===== src/rtl/inst_queue.sv =====
// Dual-lane first-word-fall-through instruction queue between fetch and decode.
// Define INST_QUEUE_PERF_CNT_EN to add the full/empty stall counters.
module inst_queue #(
  parameter int DEPTH = 8,
  parameter int PTR_W = 3
) (
  input  logic             clk,
  input  logic             rst,
  input  logic             flush,
  input  logic [1:0]       in_valid,
  input  logic [31:0]      in_pc0,
  input  logic [31:0]      in_inst0,
  input  logic [31:0]      in_pc1,
  input  logic [31:0]      in_inst1,
  output logic             in_ready,
  output logic [1:0]       out_valid,
  output logic [31:0]      out_pc0,
  output logic [31:0]      out_inst0,
  output logic [31:0]      out_pc1,
  output logic [31:0]      out_inst1,
  input  logic [1:0]       out_accept,
  output logic [PTR_W:0]   count
`ifdef INST_QUEUE_PERF_CNT_EN
  ,
  output logic [31:0]      perf_full_cycles,
  output logic [31:0]      perf_empty_cycles
`endif
);

  localparam int CW = PTR_W + 1;

  typedef struct packed {
    logic [31:0] pc;
    logic [31:0] inst;
  } entry_t;

  entry_t           mem_q [DEPTH];
  logic [PTR_W-1:0] wr_ptr_q, wr_ptr_d, rd_ptr_q, rd_ptr_d;
  logic [PTR_W-1:0] wr_ptr_p1, rd_ptr_p1;
  logic [CW-1:0]    count_q, count_d;
  logic             push0, push1, pop0, pop1;

  // Ready looks only at registered occupancy: a same-cycle pop never frees room for a push.
  assign in_ready  = (count_q <= CW'(DEPTH - 2));
  assign out_valid = {count_q >= CW'(2), count_q != '0};
  assign count     = count_q;
  assign wr_ptr_p1 = wr_ptr_q + PTR_W'(1);
  assign rd_ptr_p1 = rd_ptr_q + PTR_W'(1);

  assign out_pc0   = out_valid[0] ? mem_q[rd_ptr_q].pc    : '0;
  assign out_inst0 = out_valid[0] ? mem_q[rd_ptr_q].inst  : '0;
  assign out_pc1   = out_valid[1] ? mem_q[rd_ptr_p1].pc   : '0;
  assign out_inst1 = out_valid[1] ? mem_q[rd_ptr_p1].inst : '0;

  always_comb begin
    push0    = in_valid[0] && in_ready && !flush;
    push1    = push0 && in_valid[1];
    pop0     = out_accept[0] && out_valid[0];
    pop1     = pop0 && out_accept[1] && out_valid[1];
    wr_ptr_d = wr_ptr_q + PTR_W'(push0) + PTR_W'(push1);
    rd_ptr_d = rd_ptr_q + PTR_W'(pop0) + PTR_W'(pop1);
    count_d  = count_q + CW'(push0) + CW'(push1) - CW'(pop0) - CW'(pop1);
    if (flush) begin
      wr_ptr_d = '0;
      rd_ptr_d = '0;
      count_d  = '0;
    end
  end

  always_ff @(posedge clk) begin
    if (rst) begin
      wr_ptr_q <= '0;
      rd_ptr_q <= '0;
      count_q  <= '0;
    end else begin
      wr_ptr_q <= wr_ptr_d;
      rd_ptr_q <= rd_ptr_d;
      count_q  <= count_d;
    end
  end

  // Storage is deliberately left out of reset; validity comes from count_q alone.
  always_ff @(posedge clk) begin
    if (push0) mem_q[wr_ptr_q]  <= '{pc: in_pc0, inst: in_inst0};
    if (push1) mem_q[wr_ptr_p1] <= '{pc: in_pc1, inst: in_inst1};
  end

`ifdef INST_QUEUE_PERF_CNT_EN
  logic [31:0] perf_full_q, perf_empty_q;

  always_ff @(posedge clk) begin
    if (rst) begin
      perf_full_q  <= '0;
      perf_empty_q <= '0;
    end else begin
      if (in_valid[0] && !in_ready && perf_full_q != '1)
        perf_full_q <= perf_full_q + 32'd1;
      if (count_q == '0 && perf_empty_q != '1)
        perf_empty_q <= perf_empty_q + 32'd1;
    end
  end

  assign perf_full_cycles  = perf_full_q;
  assign perf_empty_cycles = perf_empty_q;
`endif

endmodule


===== config.mk =====
export PLATFORM = sky130hd
export DESIGN_NAME = inst_queue
export DESIGN_NICKNAME = d
export VERILOG_FILES = /design/src/rtl/inst_queue.sv
export SDC_FILE = /design/constraint.sdc
export NUM_CORES = 1
export LEC_CHECK = 0
export BUFFER_PORTS_ARGS = -buffer_cell sky130_fd_sc_hd__clkbuf_2
export CORE_UTILIZATION = 65
export DETAILED_ROUTE_END_ITERATION = 12
export GPL_TIMING_DRIVEN = 0
export PLACE_DENSITY = 0.89
export SYNTH_ARGS = -nofsm -noshare
export SYNTH_HDL_FRONTEND = slang
export SYNTH_SLANG_ARGS = --single-unit

===== constraint.sdc =====
create_clock -name clk -period 11.2 [get_ports clk]
set_input_delay 1.68 -clock clk [delete_from_list [all_inputs] [get_ports clk]]
set_output_delay 1.68 -clock clk [all_outputs]
set_load 0.01 [all_outputs]

## Yosys cells after proc, flatten, opt, wreduce, memory -nomap -nowiden

Memory sizes are Yosys's and may differ from the RTL's. A register that Yosys moved wholly into a read port is not among the register bits.
Cells that the tools add are included.

- $add $sub $neg: 10
- Magnitude comparators: 2
- Multiplexer cells: 9
- Reductions and logical operators: 9

Operators with widths:

| kind | number |
|---|---|
| $mux W32 | 4 |
| $add A3 B1 Y3 | 4 |
| $add A4 B1 Y4 | 2 |
| $sub A4 B1 Y4 | 2 |
| $add A3 B1 Y3 const B | 2 |
| $logic_and A1 B1 Y1 | 6 |
| $ge A4 B2 Y1 const B | 1 |
| $le A4 B3 Y1 const B | 1 |
| $mux W1 | 4 |
| $reduce_bool A4 Y1 | 1 |
| $mux W3 | 1 |
| $reduce_or A2 Y1 | 1 |
| $logic_not A1 Y1 | 1 |

- Register bits after elaboration: 10
- Bits in writable memories: 512
- Word-level logic and storage cells: 34
- Memories: 1

Memories:

| memory | words | width | read ports | clocked after Yosys merged registers in | write ports | line | source |
|---|---|---|---|---|---|---|---|
| mem_q | 8 | 64 | 2 | 1 | 2 | 37 | `entry_t mem_q [DEPTH];` |

## Longest topological paths before layout

- Word-level depth: 7
- Gate-level depth with buffers: 17
- Depth with buffers taken out: 15

## Least setup slack after synthesis

OpenSTA, ideal clock, no wires.

- Kind: input to register
- From: input in_valid[1]
- To: memory mem_q[0][0] (netlist bit), enable pin
- Library setup time: 486 ps
- Arrival: 4957 ps
- Required time: 10714 ps
- Setup slack: 5757 ps
- Stages on the path: 4
- Buffers on the path: 0
- Path through: inv_1 nor3b_2 a22oi_1 nor2_1

RTL lines:

| what | line | source |
|---|---|---|
| start, declared | 10 | `input logic [1:0] in_valid,` |
| end, declared | 37 |  |

## Worst setup path after layout

- From: register rd_ptr_q[1]
- To: output out_pc1[16]

- Word-level cells in the longest chain between the ends: 3

RTL lines:

| what | line | source |
|---|---|---|
| start, declared | 38 | `logic [PTR_W-1:0] wr_ptr_q, wr_ptr_d, rd_ptr_q, rd_ptr_d;` |
| start signal, assigned | 77 | `rd_ptr_q <= rd_ptr_d;` |
| $add A3 B1 Y3 | 48 | `assign rd_ptr_p1 = rd_ptr_q + PTR_W'(1);` |
| $mem_v2 Z8 W64 | - |  |
| $mux W32 | 52 | `assign out_pc1 = out_valid[1] ? mem_q[rd_ptr_p1].pc : '0;` |
| end, declared | 19 | `output logic [31:0] out_pc1,` |

Every way passes these cells.

==> reports/results.ini <==
[global_routing]
grt_use_met3_pct=17.0
grt_pass1_vias=25010
grt_use_met2_pct=63.7
grt_max_degree=24
antenna_found_initial=20
grtUsageMet1_pct=54.9
busiest_layer=met2
gr-usage-all-layers_pct=43.8
overflow=0
grt_first_pass_wirelength_um=152000

[yosys]
syn_area_sq_um=30500
postSynth.asyncResetShare_pct=0
synth-main-ff-cell=edfxtp_1
synth_cell_types=35
avgSynthCellArea_sq_um=12.7
yosysSeqAreaShare_pct=51.0
syn-num-nets=2545
synth_cells=2397
ys_warn_count=0
synth_edf_count=512
yosys_register_bits=522

[layout]
layout_commonest_cell=nand2_1
fin_util_pct=75.4
syn_to_final_growth_pct=14.8
drive_gt1_share_pct=39.2
mostFrequentLayoutCells=nand2_1, edfxtp_1, mux2_2
nets=2892

[sta]
finalMaxSlewViolations=0
finalHoldViolCount=0
clock_skew_ps=33.0
fin_crit_sh_pct=48.2
fin_crit_ps=5400
tightest_slew_ps=1210
finalSetupViolCount=0
rsz0062_at_grt=false
relSlewSlack_pct=19.6
tns_ps=0
fmax_mhz=185
timing.final.ws_setup_ps=5800

[place]
port_buffers=269
place_ws_ps=6390
gp_congestion=0.934
dpl.hpwl_um=64600

[power]
internal_power_uw=3840
p_per_area_nw_per_um2=158
switching_share_pct=30.9
power_switching_uw=1720
sequentialPowerShare_pct=40.1
p_leak_uw=0.0128
p_comb_share_pct=25.1
max-vdd-ir-drop_mv=0.139
power.share.clock_pct=34.8

[die]
die_x_um=219
rows=79
die_y_um=219
die_area_sq_um=47800
io_pins=270
initial_core_util_pct=65.7
core_sq_um=46500

[detailed_routing]
via_per_inst=7.35
num_vias=25065
wl_um=105000
drc=0
drt_first_iter_violations=4869
drt_first_pass_iters=9
ant_nets=0
wl_per_cell_um=30.9

[clock_network]
clkTransAtPathRegs_ps=70
post_cts_buffers=0
cts_resized=0
root_buffer=clkbuf_16
cts_hold_buffers=0
cts_buffers=54
clock_latency_ps=640
cts_max_path_buffers=3
cts_tree=built
clock_sinks=522
htreeDepth=2

[critical_path]
crit_chain=ha_1 > xor2_1 > clkbuf_1 > clkbuf_1 > nand2_1 > a21oi_1 > or4_1 > clkbuf_2
cpPeakStageDelay_ps=700
crit_path_end_kind=output pin
cp-start-kind=register
cp_common_cell=clkbuf_1
required_ps=9520
worst_ep_arrival_time_ps=3720
criticalPathCategory=reg2out
critPathSlowestCell=clkbuf_1
path_max_fanout=10

[outcome]
status=complete, no violations

[job]
drv_cap=0

[hold_path]
hold_class=reg2reg

## worst paths after layout
kind,start,endpoint,slack [ps],cells after the start
worst max-delay path,rd_ptr_q[1],out_pc1[16],5800,8
worst min-delay path,wr_ptr_q[2],wr_ptr_q[2],690,3
worst max register to register,count[2],count[3],7110,15
worst min register to register,wr_ptr_q[2],wr_ptr_q[2],690,3
## layout make-up
cell class / instances / area (sq um)
fill: 2658 / 11400
clock buffer: 69 / 1470
timing repair buffer: 291 / 1820
tap: 607 / 759
sequential: 522 / 15600
multi-input combinational: 1680 / 14000
clock inverter: 33 / 384
inverter: 17 / 63.8
buffer: 178 / 940
antenna: 11 / 27.5
## per-stage QoR
stage                     instance area (sq um)  hold WS [ps]  cells  power, uW
after detailed placement                  33100           638   3295       3570
final                                     35000           689   3408       5550
after floorplan                           30500           592   2397       2990
after global routing                      35000           692   3406       5640
after global placement                    32600           615   3273       3530
after CTS                                 35000           666   3397       5450
## cells by family (layout without fill, tap and decap cells)
logic type	Yosys count	count (layout)	share of synthesized area (%)
multiplexers	705	705	30.5
AND/OR/NAND/NOR	691	691	9.90
flip-flops	522	522	51.0
AO/OA/AOI/OAI	264	264	4.40
buffers and inverters	195	588	3.29
adder cells (fa/ha/maj)	13	13	0.656
XOR/XNOR	7	7	0.226
other	0	11	0
## power groups by stage
stage	logic (uW)	registers (uW)	clock network, uW
after floorplan	722	2260	0
after global placement	1260	2270	0
after detailed placement	1310	2270	0
after CTS	1320	2230	1900
after global routing	1440	2230	1980
final	1390	2230	1930
## registers in the layout, summed over array words and instances (netlist names)
signal	count
mem_q	512
wr_ptr_q	3
count	4
rd_ptr_q	3
## synthesized netlist by cell type (2+ instances only)
library cell	count	area, sq um
mux4_2	128	2880
mux2_2	462	5200
nand2_1	516	1940
mux2i_1	65	651
fa_1	5	100
and2_1	4	25.0
buf_1	24	90.1
buf_6	18	203
dfxtp_1	10	200
clkbuf_1	45	169
nor3_1	2	10.0
a22oi_1	2	15.0
xnor2_1	4	35.0
nor2_4	2	22.5
ha_1	8	100
a32oi_1	4	35.0
buf_4	9	67.6
nand3_2	3	30.0
buf_2	82	410
inv_1	17	63.8
mux2_1	50	563
xor2_1	2	17.5
edfxtp_1	512	15400
nand3_4	8	140
nand2b_1	2	12.5
a21oi_1	258	1290
nand3_1	2	10.0
nor2_1	83	312
or4_1	64	480
## worst max-delay path, delay by kind of cell (launching register included)
kind | cells | cell delay (ps)
flip-flops | 1 | 400
XOR/XNOR | 1 | 290
AND/OR/NAND/NOR | 2 | 440
adder cells (fa/ha/maj) | 1 | 270
AO/OA/AOI/OAI | 1 | 170
buffers and inverters | 3 | 1500
## per-layer routing
metal,vias up,wire length (um)
li1,9762,-
met1,11705,32700
met2,2829,46400
met3,753,18600
met4,16,7590
met5,-,95
Note: power is estimated with default switching activity, not from simulation.
